**src/rtl/dpll_pkg.sv**
```systemverilog
// Shared definitions for the all-digital PLL: loop-filter FSM state encoding
// and the default loop-filter thresholds used by the filter, dco and bench.
package dpll_pkg;

    // Loop-filter operating state; the encoding is visible on state_o.
    typedef enum logic [1:0] {
        StIdle  = 2'd0,
        StAcq   = 2'd1,
        StTrack = 2'd2
    } dpll_state_e;

    localparam int unsigned DefCntW      = 8;
    localparam int unsigned DefKAcq      = 4;
    localparam int unsigned DefKTrk      = 16;
    localparam int unsigned DefLockCnt   = 32;
    localparam int unsigned DefUnlockCnt = 3;

    // Bits needed to hold values 0..max_val inclusive.
    function automatic int unsigned cnt_width(input int unsigned max_val);
        return (max_val < 1) ? 1 : $clog2(max_val + 1);
    endfunction

endpackage

```
**src/rtl/dpll_kcounter.sv**
```systemverilog
// Signed up/down K-counter. Integrates +1/-1 steps and, when the running sum
// reaches +k or -k, clears itself and emits a registered carry/borrow pulse.
// cross_up/cross_dn flag the crossing combinationally so the wrapping FSM can
// act on it in the same cycle the pulse is registered.
module dpll_kcounter #(
    parameter int unsigned CNT_W = 8
) (
    input  logic                    clk,
    input  logic                    reset,
    input  logic                    clr,
    input  logic                    inc,
    input  logic                    dec,
    input  logic signed [CNT_W-1:0] k,
    output logic signed [CNT_W-1:0] cnt,
    output logic                    cross_up,
    output logic                    cross_dn,
    output logic                    carry,
    output logic                    borrow
);

    logic signed [CNT_W-1:0] cnt_q, cnt_d;
    logic signed [CNT_W-1:0] step;
    logic signed [CNT_W-1:0] sum;
    logic                    carry_q, borrow_q;

    // Step decode; inc and dec are mutually exclusive from the caller.
    always_comb begin
        step = '0;
        if (inc) begin
            step = CNT_W'(1);
        end else if (dec) begin
            step = {CNT_W{1'b1}};
        end
    end

    assign sum      = cnt_q + step;
    assign cross_up = inc & (sum >= k);
    assign cross_dn = dec & (sum <= -k);

    // Next count: a crossing or an external clear restarts integration at 0.
    always_comb begin
        cnt_d = sum;
        if (clr || cross_up || cross_dn) begin
            cnt_d = '0;
        end
    end

    // Counter and single-cycle correction pulses; clr does not cancel a crossing.
    always_ff @(posedge clk) begin
        if (reset) begin
            cnt_q    <= '0;
            carry_q  <= 1'b0;
            borrow_q <= 1'b0;
        end else begin
            cnt_q    <= cnt_d;
            carry_q  <= cross_up;
            borrow_q <= cross_dn;
        end
    end

    assign cnt    = cnt_q;
    assign carry  = carry_q;
    assign borrow = borrow_q;

endmodule

```
**src/rtl/dpll_loop_filter.sv**
```systemverilog
// DPLL loop filter: random-walk K-counter between dpd and dco with a
// gear-shift FSM (small K while acquiring, large K once locked).
// Optional build macro DPLL_LF_STATS_EN adds saturating correction counters
// n_add / n_plus.
module dpll_loop_filter
    import dpll_pkg::*;
#(
    parameter int unsigned CNT_W      = DefCntW,
    parameter int unsigned K_ACQ      = DefKAcq,
    parameter int unsigned K_TRK      = DefKTrk,
    parameter int unsigned LOCK_CNT   = DefLockCnt,
    parameter int unsigned UNLOCK_CNT = DefUnlockCnt
) (
    input  logic                    clk,
    input  logic                    reset,
    input  logic                    en,
    input  logic                    lead,
    input  logic                    lag,
    input  logic                    bothedge,
    output logic                    add,
    output logic                    plus,
    output logic                    locked,
    output logic [1:0]              state_o,
`ifdef DPLL_LF_STATS_EN
    output logic [15:0]             n_add,
    output logic [15:0]             n_plus,
`endif
    output logic signed [CNT_W-1:0] err_cnt
);

    localparam int unsigned LW = cnt_width(LOCK_CNT);
    localparam int unsigned RW = cnt_width(UNLOCK_CNT);

    // Thresholds must stay representable as positive signed CNT_W values so
    // the counter can never wrap.
    if (K_TRK >= (1 << (CNT_W - 1)) || K_ACQ >= (1 << (CNT_W - 1)) ||
        K_ACQ == 0 || K_TRK == 0 || LOCK_CNT == 0 || UNLOCK_CNT == 0) begin : g_param_check
        $error("dpll_loop_filter: illegal parameter combination");
    end

    dpll_state_e             state_q, state_d;
    logic [LW-1:0]           lock_q, lock_d;
    logic [RW-1:0]           run_q, run_d;
    logic [RW-1:0]           run_next;
    logic                    run_up_q, run_up_d;
    logic                    locked_q;

    logic                    step_up, step_dn, phase_ev, active;
    logic                    inc, dec, clr;
    logic                    cross_up, cross_dn, correction;
    logic                    carry, borrow;
    logic signed [CNT_W-1:0] k_sel;

    // Event decode: lead&lag is a zero-error event; bothedge loses to a lone lead/lag.
    assign step_up  = lead & ~lag;
    assign step_dn  = lag & ~lead;
    assign phase_ev = lead | lag | bothedge;

    // Steps only reach the counter while enabled and out of IDLE.
    assign active     = en & (state_q != StIdle);
    assign inc        = active & step_up;
    assign dec        = active & step_dn;
    assign k_sel      = (state_q == StTrack) ? CNT_W'(K_TRK) : CNT_W'(K_ACQ);
    assign correction = cross_up | cross_dn;

    dpll_kcounter #(
        .CNT_W (CNT_W)
    ) u_kcounter (
        .clk      (clk),
        .reset    (reset),
        .clr      (clr),
        .inc      (inc),
        .dec      (dec),
        .k        (k_sel),
        .cnt      (err_cnt),
        .cross_up (cross_up),
        .cross_dn (cross_dn),
        .carry    (carry),
        .borrow   (borrow)
    );

    // Gear-shift next-state: lock qualification in ACQ, same-sign run detection in TRACK.
    always_comb begin
        state_d  = state_q;
        lock_d   = lock_q;
        run_d    = run_q;
        run_up_d = run_up_q;
        run_next = run_q;
        clr      = 1'b0;
        if (!en) begin
            state_d  = StIdle;
            lock_d   = '0;
            run_d    = '0;
            run_up_d = 1'b0;
            clr      = 1'b1;
        end else begin
            case (state_q)
                StIdle: begin
                    state_d = StAcq;
                    clr     = 1'b1;
                end
                StAcq: begin
                    if (correction) begin
                        lock_d = '0;
                    end else if (phase_ev) begin
                        if (lock_q == LW'(LOCK_CNT - 1)) begin
                            state_d = StTrack;
                            lock_d  = '0;
                            clr     = 1'b1;
                        end else begin
                            lock_d = lock_q + 1'b1;
                        end
                    end
                end
                StTrack: begin
                    if (correction) begin
                        // run_q == 0 means no correction seen yet in this TRACK stint.
                        if (run_q != '0 && run_up_q == cross_up) begin
                            run_next = run_q + 1'b1;
                        end else begin
                            run_next = RW'(1);
                        end
                        run_d    = run_next;
                        run_up_d = cross_up;
                        if (run_next == RW'(UNLOCK_CNT)) begin
                            state_d  = StAcq;
                            run_d    = '0;
                            run_up_d = 1'b0;
                            clr      = 1'b1;
                        end
                    end
                end
                default: begin
                    state_d = StIdle;
                    clr     = 1'b1;
                end
            endcase
        end
    end

    // FSM state, lock/run counters and the registered locked flag.
    always_ff @(posedge clk) begin
        if (reset) begin
            state_q  <= StIdle;
            lock_q   <= '0;
            run_q    <= '0;
            run_up_q <= 1'b0;
            locked_q <= 1'b0;
        end else begin
            state_q  <= state_d;
            lock_q   <= lock_d;
            run_q    <= run_d;
            run_up_q <= run_up_d;
            locked_q <= (state_d == StTrack);
        end
    end

    assign add     = carry;
    assign plus    = borrow;
    assign locked  = locked_q;
    assign state_o = state_q;

`ifdef DPLL_LF_STATS_EN
    logic [15:0] n_add_q, n_plus_q;

    // Saturating correction statistics, held clear while heading into or sitting in IDLE.
    always_ff @(posedge clk) begin
        if (reset || state_d == StIdle) begin
            n_add_q  <= '0;
            n_plus_q <= '0;
        end else begin
            if (carry && n_add_q != 16'hFFFF) begin
                n_add_q <= n_add_q + 16'd1;
            end
            if (borrow && n_plus_q != 16'hFFFF) begin
                n_plus_q <= n_plus_q + 16'd1;
            end
        end
    end

    assign n_add  = n_add_q;
    assign n_plus = n_plus_q;
`endif

endmodule

```
**config.mk**
```make
export PLATFORM = sky130hd
export DESIGN_NAME = dpll_loop_filter
export DESIGN_NICKNAME = d
export VERILOG_FILES = /design/src/rtl/dpll_pkg.sv /design/src/rtl/dpll_kcounter.sv /design/src/rtl/dpll_loop_filter.sv
export SDC_FILE = /design/constraint.sdc
export NUM_CORES = 1
export LEC_CHECK = 0
export CELL_PAD_IN_SITES_DETAIL_PLACEMENT = 0
export CELL_PAD_IN_SITES_GLOBAL_PLACEMENT = 1
export CORE_ASPECT_RATIO = 0.5
export CORE_MARGIN = 5
export CORE_UTILIZATION = 38
export CTS_BUF_LIST = sky130_fd_sc_hd__clkbuf_16
export DETAILED_ROUTE_END_ITERATION = 6
export PLACE_DENSITY = 0.76
export SLEW_MARGIN = 20
export SYNTH_ARGS = -nofsm -noshare
export SYNTH_HDL_FRONTEND = slang
export SYNTH_HIERARCHICAL = 1
export SYNTH_SLANG_ARGS = --single-unit
```
**constraint.sdc**
```tcl
create_clock -name clk -period 6 [get_ports clk]
set_input_delay 1.2 -clock clk [delete_from_list [all_inputs] [get_ports clk]]
set_output_delay 1.2 -clock clk [all_outputs]
set_load 0.02 [all_outputs]
```
Word level (Yosys, flattened, before mapping):

Index checks and enable logic that the tools add are counted.

* flip-flop bits (word level): 22
* latch bits: 0
* RAM bits: 0
* bits in read-only memories: 0
* input port bits: 6
* output and inout bits: 13
* logic and storage cells: 70
* memories: 0

* $add $sub $neg: 4
* multiply operators: 0
* div/mod/pow operators: 0
* order comparisons: 2
* eq/ne operators: 6
* shifts and indexed selects: 0
* multiplexer cells: 26
* bitwise operators: 13
* reductions and logical operators: 11

Operator list (number)
* $mux W2: 11
* $mux W6: 3
* $mux W8: 2
* $add A8 B8 Y8: 1
* $ge A8 B6 Y1: 1
* $le A8 B8 Y1: 1
* $neg A5 Y8: 1
* $and A1 B1 Y1: 7
* $mux W1: 7
* $add A6 B1 Y6 const B: 1
* $eq A2 B2 Y1 const B: 3
* $eq A6 B5 Y1 const B: 1
* $pmux W2 S3: 1
* $reduce_bool A2 Y1: 3
* $mux W5: 1
* $reduce_and A2 Y1: 2
* $reduce_or A2 Y1: 2
* $not A1 Y1: 3
* $or A1 B1 Y1: 3
* $add A2 B1 Y2 const B: 1
* $eq A2 B1 Y1 const B: 1
* $logic_not A2 Y1: 1
* $logic_or A1 B1 Y1: 2
* $pmux W1 S2: 1
* 2 further kinds: 2

Longest topological paths before layout:

* depth in word-level cells: 22
* gate-level depth with buffers: 26
* mapped depth without buffers: 24

Modules after synthesis:

The synthesis kept the hierarchy.

By module, submodules not included
* dpll_kcounter: times used 1, cells each 136, area each 1069.8 µm², sequential area each 200.2 µm²
* dpll_loop_filter: times used 1, cells each 85, area each 733.2 µm², sequential area each 240.2 µm²

Least setup slack after synthesis:

OpenSTA, ideal clock, no wires.

* kind: in2reg
* start point: input lag
* end point: register u_kcounter.cnt_q[0], in the netlist u_kcounter/cnt[0]
* library setup time: 0.079 ns
* data arrival time: 5.689 ns
* data required time: 5.921 ns
* setup slack: 0.232 ns
* cell stages on the path: 23
* buffers on the path: 2
* cells stage by stage: nor4bb_1 > nand2b_1 > clkbuf_1 > xnor2_1 > ha_1 > nor3_1 > nor2_1 > o21ai_0 > mux2i_1 > xnor2_1 > ha_1 > a41o_1 > o21bai_1 > o21ai_0 > a2111o_1 > a41oi_4 > or2_0 > buf_6 > or4_4 > o2111ai_1 > nor2_1 > nand2_1 > nor3_1

* elaborated cells on any way between the ends: 31
* classes of those cells: 1 x add/sub; 2 x order compare; 2 x eq/ne; 12 x mux; 10 x bitwise; 4 x reduce/logical

RTL lines
* start, declared: line dpll_loop_filter.sv:18 `input logic lag,`
* $and A1 B1 Y1 or $not A1 Y1 (tied branches): line dpll_loop_filter.sv:56, dpll_loop_filter.sv:55
* $and A1 B1 Y1, on equally long branches: line dpll_loop_filter.sv:62, dpll_loop_filter.sv:55
* $mux W8 or $and A1 B1 Y1 (tied branches): line dpll_kcounter.sv:31, dpll_loop_filter.sv:61
* $mux W8 (*): line dpll_kcounter.sv:29 `if (inc) begin`
* $add A8 B8 Y8 (*): line dpll_kcounter.sv:36 `assign sum = cnt_q + step;`
* named net u_kcounter.sum[6]: line dpll_kcounter.sv:23 `logic signed [CNT_W-1:0] sum;`
* $le A8 B8 Y1 (*): line dpll_kcounter.sv:38 `assign cross_dn = dec & (sum <= -k);`
* $and A1 B1 Y1 (*): line dpll_kcounter.sv:38
* named net cross_dn: line dpll_loop_filter.sv:50 `logic cross_up, cross_dn, correction;`
* $or A1 B1 Y1 (*): line dpll_loop_filter.sv:64 `assign correction = cross_up | cross_dn;`
* $mux W1, on equally long branches: line dpll_loop_filter.sv:116, dpll_loop_filter.sv:103
* $pmux W1 S2 (*): line dpll_loop_filter.sv:97 `case (state_q)`
* $mux W1 (*): line dpll_loop_filter.sv:90 `if (!en) begin`
* named net clr: line dpll_loop_filter.sv:49 `logic inc, dec, clr;`
* $logic_or A1 B1 Y1 (*) (2 in series): line dpll_kcounter.sv:43 `if (clr || cross_up || cross_dn) begin`
* $reduce_or A2 Y1 (no line) (*)
* end signal, assigned: line dpll_kcounter.sv:55 `cnt_q <= cnt_d;`
* end, declared: line dpll_kcounter.sv:21 `logic signed [CNT_W-1:0] cnt_q, cnt_d;`

Mark *: on every way through the listed nets, which the timed path passes. The rest lies on a longest branch. The select of a mux whose other input is x is not followed.
A chain may end at the register's enable or synchronous reset.

Worst setup path in the final report:

* start point: input en
* end point: register lock_q[4]

* elaborated cells on any way between the ends: 16
* classes of those cells: 1 x add/sub; 2 x order compare; 3 x mux; 7 x bitwise; 3 x reduce/logical

RTL lines
* start, declared: line dpll_loop_filter.sv:16 `input logic en,`
* $and A1 B1 Y1 (*): line dpll_loop_filter.sv:60 `assign active = en & (state_q != StIdle);`
* $and A1 B1 Y1 (*): line dpll_loop_filter.sv:61 `assign inc = active & step_up;`
* named net inc: line dpll_loop_filter.sv:49
* $mux W8 (*): line dpll_kcounter.sv:29
* $add A8 B8 Y8 (*): line dpll_kcounter.sv:36
* named net u_kcounter.sum[6]: line dpll_kcounter.sv:23
* $le A8 B8 Y1 (*): line dpll_kcounter.sv:38
* $and A1 B1 Y1 (*): line dpll_kcounter.sv:38
* named net cross_dn: line dpll_loop_filter.sv:50
* $or A1 B1 Y1 (*): line dpll_loop_filter.sv:64
* $reduce_bool A2 Y1 (no line)
* $reduce_and A2 Y1 (no line)
* end signal, assigned: line dpll_loop_filter.sv:151 `lock_q <= lock_d;`
* end, declared: line dpll_loop_filter.sv:42 `logic [LW-1:0] lock_q, lock_d;`

Mark *: on every way through the listed nets, which the timed path passes. The rest lies on a longest branch.

==> impl_metrics.xml <==
<?xml version="1.0" encoding="UTF-8"?>
<metrics>
  <group name="yosys">
    <metric name="synth.top_cells.by_area" unit="">dfxtp_1 24%, ha_1 15%, xnor2_1 5.3%</metric>
    <metric name="ys_dominant_reg_cell" unit="">dfxtp_1</metric>
    <metric name="mappedNetlistArea" unit="mm²">0.001803</metric>
    <metric name="synth-warning-count" unit="">6</metric>
    <metric name="syn_area_per_cell" unit="µm²">8.158</metric>
    <metric name="syn_inst" unit="">221</metric>
    <metric name="netlist.area_leader.share" unit="%">24.43</metric>
    <metric name="share_of_synthesized_area_occupied_by_flip_flops_and_latches" unit="%">24.43</metric>
    <metric name="distinct_cell_type_count_of_the_synthesized_netlist" unit="">52</metric>
    <metric name="yosys_register_bits" unit="">22</metric>
    <metric name="synth-edff-count" unit="">0</metric>
    <metric name="asyncSetResetFlopFracSynth" unit="%">0</metric>
    <metric name="synth_area_leader_cell" unit="">dfxtp_1</metric>
  </group>
  <group name="drt">
    <metric name="met1Wirelength" unit="µm">2242</metric>
    <metric name="dr.first_iter.drc_count" unit="">62</metric>
    <metric name="maxUsedRoutingLayer" unit="">met4</metric>
    <metric name="vias" unit="">1699</metric>
    <metric name="dr.pass1.iters" unit="">4</metric>
    <metric name="route.detailed.vias_per_inst" unit="">4.982</metric>
    <metric name="remaining_drc_errors" unit="">0</metric>
    <metric name="routed-wl-met3" unit="µm">219</metric>
    <metric name="drt_wl_total" unit="µm">4269</metric>
    <metric name="wl_per_cell" unit="µm">12.52</metric>
    <metric name="routed-wl-met2" unit="µm">1784</metric>
    <metric name="ant_nets" unit="">0</metric>
  </group>
  <group name="placement">
    <metric name="dpl.cell_count" unit="">336</metric>
    <metric name="place_congestion" unit="">0.8085</metric>
    <metric name="portBuffers" unit="">18</metric>
    <metric name="post_dp_cell_area" unit="mm²">0.002238</metric>
    <metric name="post-place-ws" unit="ps">-239.6</metric>
    <metric name="dp_hpwl" unit="µm">3452</metric>
  </group>
  <group name="floorplan">
    <metric name="placement_rows" unit="">17</metric>
    <metric name="core_region_area" unit="mm²">0.004488</metric>
    <metric name="die-area" unit="mm²">0.006306</metric>
    <metric name="die_height" unit="µm">58.71</metric>
    <metric name="die_width" unit="µm">107.4</metric>
    <metric name="ioPinCount" unit="">19</metric>
    <metric name="start_util" unit="%">40.17</metric>
  </group>
  <group name="critical_path">
    <metric name="worst_setup_path_startpoint" unit="">en</metric>
    <metric name="path_class" unit="">input pin to flip-flop</metric>
    <metric name="arrival_worst_endpoint" unit="ps">5770</metric>
    <metric name="cp-start-kind" unit="">input pin</metric>
    <metric name="critical_path.reg2reg.startpoint" unit="">state_o[0]</metric>
    <metric name="critical_path_peak_fanout" unit="">8</metric>
    <metric name="worst_ep_required_time" unit="ps">6190</metric>
    <metric name="critical_path.endpoint_type" unit="">flip-flop</metric>
  </group>
  <group name="sta">
    <metric name="maxClockFrequency" unit="GHz">0.1792</metric>
    <metric name="layout_setup_ws" unit="ps">419.6</metric>
    <metric name="min_period" unit="ps">5580</metric>
    <metric name="finalHoldViolations" unit="">0</metric>
    <metric name="final_min_period_over_clock_period" unit="%">93.01</metric>
    <metric name="clock-skew-final" unit="ps">7.531</metric>
    <metric name="max_slew_violations" unit="">0</metric>
    <metric name="rsz0062_at_grt" unit="">no</metric>
    <metric name="finalSetupViolCount" unit="">0</metric>
  </group>
  <group name="global_route">
    <metric name="grt_overflow" unit="">0</metric>
    <metric name="grt_pass1_vias" unit="">1490</metric>
    <metric name="grt_max_degree" unit="">13</metric>
    <metric name="grt_pass1_wl" unit="µm">7024</metric>
    <metric name="global_route_usage_sum" unit="%">14.12</metric>
    <metric name="antenna_violations_before_repair" unit="">0</metric>
  </group>
  <group name="cells_and_area">
    <metric name="antenna_cells_inserted" unit="">0</metric>
    <metric name="count_of_placed_standard_cells_in_the_final_layout_fillers_left_out" unit="">341</metric>
    <metric name="fin_area" unit="mm²">0.002379</metric>
    <metric name="drive_gt1_share" unit="%">14.18</metric>
    <metric name="mostFrequentLayoutCells" unit="">22 x ha_1, 22 x dfxtp_1, 20 x nand2_1</metric>
    <metric name="syn_to_final_growth" unit="%">31.92</metric>
    <metric name="final_nets" unit="">304</metric>
  </group>
  <group name="clock_tree">
    <metric name="htreeDepth" unit="">1</metric>
    <metric name="clk_path_buf_depth" unit="">2</metric>
    <metric name="cts.clk_slew.worst_paths" unit="ps">60</metric>
    <metric name="ctsRootBufferMaster" unit="">clkbuf_16</metric>
    <metric name="cts_tree" unit="">done</metric>
    <metric name="cts-buffers-inserted" unit="">3</metric>
    <metric name="cts.sinks" unit="">22</metric>
    <metric name="clock_insertion_delay_worst_skew" unit="ps">250</metric>
  </group>
  <group name="status">
    <metric name="outcome" unit="">finished clean</metric>
  </group>
  <group name="power_and_ir_drop">
    <metric name="p_leak" unit="nW">1.005</metric>
    <metric name="powerDensity" unit="mW/mm²">139.5</metric>
    <metric name="ir_drop" unit="µV">71.81</metric>
    <metric name="design_power_total" unit="mW">0.3318</metric>
  </group>
  <group name="worst_hold_path">
    <metric name="hp-start" unit="">lock_q[1]</metric>
    <metric name="worst_hold_path_type" unit="">flip-flop to flip-flop</metric>
  </group>
  <group name="flow_run">
    <metric name="cap_violations" unit="">0</metric>
  </group>
</metrics>
==> sequential cells by signal (all words and copies together) (netlist names) <==
name and cells:
u_kcounter/borrow 1, u_kcounter/carry 1, lock_q 6, run_up_q 1, u_kcounter/cnt 8, locked 1, state_o 2, run_q 2
==> per-layer routing <==
| layer | vias to the layer above | global-route usage, % |
|---|---|---|
| met3 | 4 | 3.505 |
| li1 | 894 | - |
| met5 | - | 0 |
| met1 | 766 | 20.12 |
| met4 | 0 | 1.619 |
| met2 | 35 | 22.40 |
==> layout make-up <==
cell class,instances,area [µm²]
Fill cell,429,2110
Multi-Input combinational cell,196,1393
Sequential cell,22,440.4
Timing Repair Buffer,36,320.3
Tap cell,66,82.58
Clock buffer,3,75.07
Inverter,17,63.81
Clock inverter,1,3.754
==> final timing paths <==
check,to,slack [ps],cells after the start
min,lock_q[1],470,2
min reg2reg,lock_q[1],470,2
max,lock_q[4],420,21
max reg2reg,lock_q[4],1060,22
==> synthesized netlist by cell type, drive strengths merged, types with 3 or more instances <==
library cell	instances
clkbuf	3
nand2	20
dfxtp	22
or2	4
nor4b	4
inv	17
xor2	5
nand3	10
xnor2	11
nor3	15
or3	4
nand4	3
or4	4
and2	3
ha	22
nor2b	3
nor2	14
a21oi	10
a21o	3
o21ai	8
nor4	3
nand2b	4
==> stage by stage <==
step	hold WS [ps]	TNS (ps)	util, %
floorplan	439.9	0	-
global placement	454.6	-973.2	49.87
finish	474.4	0	53.00
global route	508.3	0	53.00
CTS	476.5	0	51.63
detailed placement	464.2	-3409	49.87
==> worst max-delay path: stages <==
cell	delay (ps)
clkdlybuf4s50_1	470
nor4bb_4	190
or2_2	310
ha_1	240
ha_1	240
nor3_1	140
nor2_1	70
o21ai_2	140
mux2i_1	230
xnor2_1	180
ha_1	310
a41o_1	190
o21bai_1	170
o21ai_0	120
a2111o_1	460
a41oi_4	200
or2_0	180
buf_4	160
o211ai_1	100
or3_1	330
a21oi_1	150
==> logic make-up after synthesis <==
group | synth area share, %
other cells | 0.2080
mux | 0.5552
compound gates | 15.68
buf+inv | 4.788
simple gates | 31.30
xor+xnor | 7.772
flops | 24.43
fa+ha+maj | 15.27
==> power breakdown <==
| group | switching, mW | total (mW) | internal, mW |
|---|---|---|---|
| sequential | 0.00116 | 0.148 | 0.147 |
| clock | 0.0514 | 0.140 | 0.0888 |
| combinational | 0.0237 | 0.0433 | 0.0196 |
==> repair_timing <==
item	in CTS	in global routing
hold endpoints to repair	0	0
setup buffers	0	1
hold buffers	0	0
setup endpoints to repair	0	20
resized for setup	0	10
No activity file was read; power rests on OpenSTA's default activity.
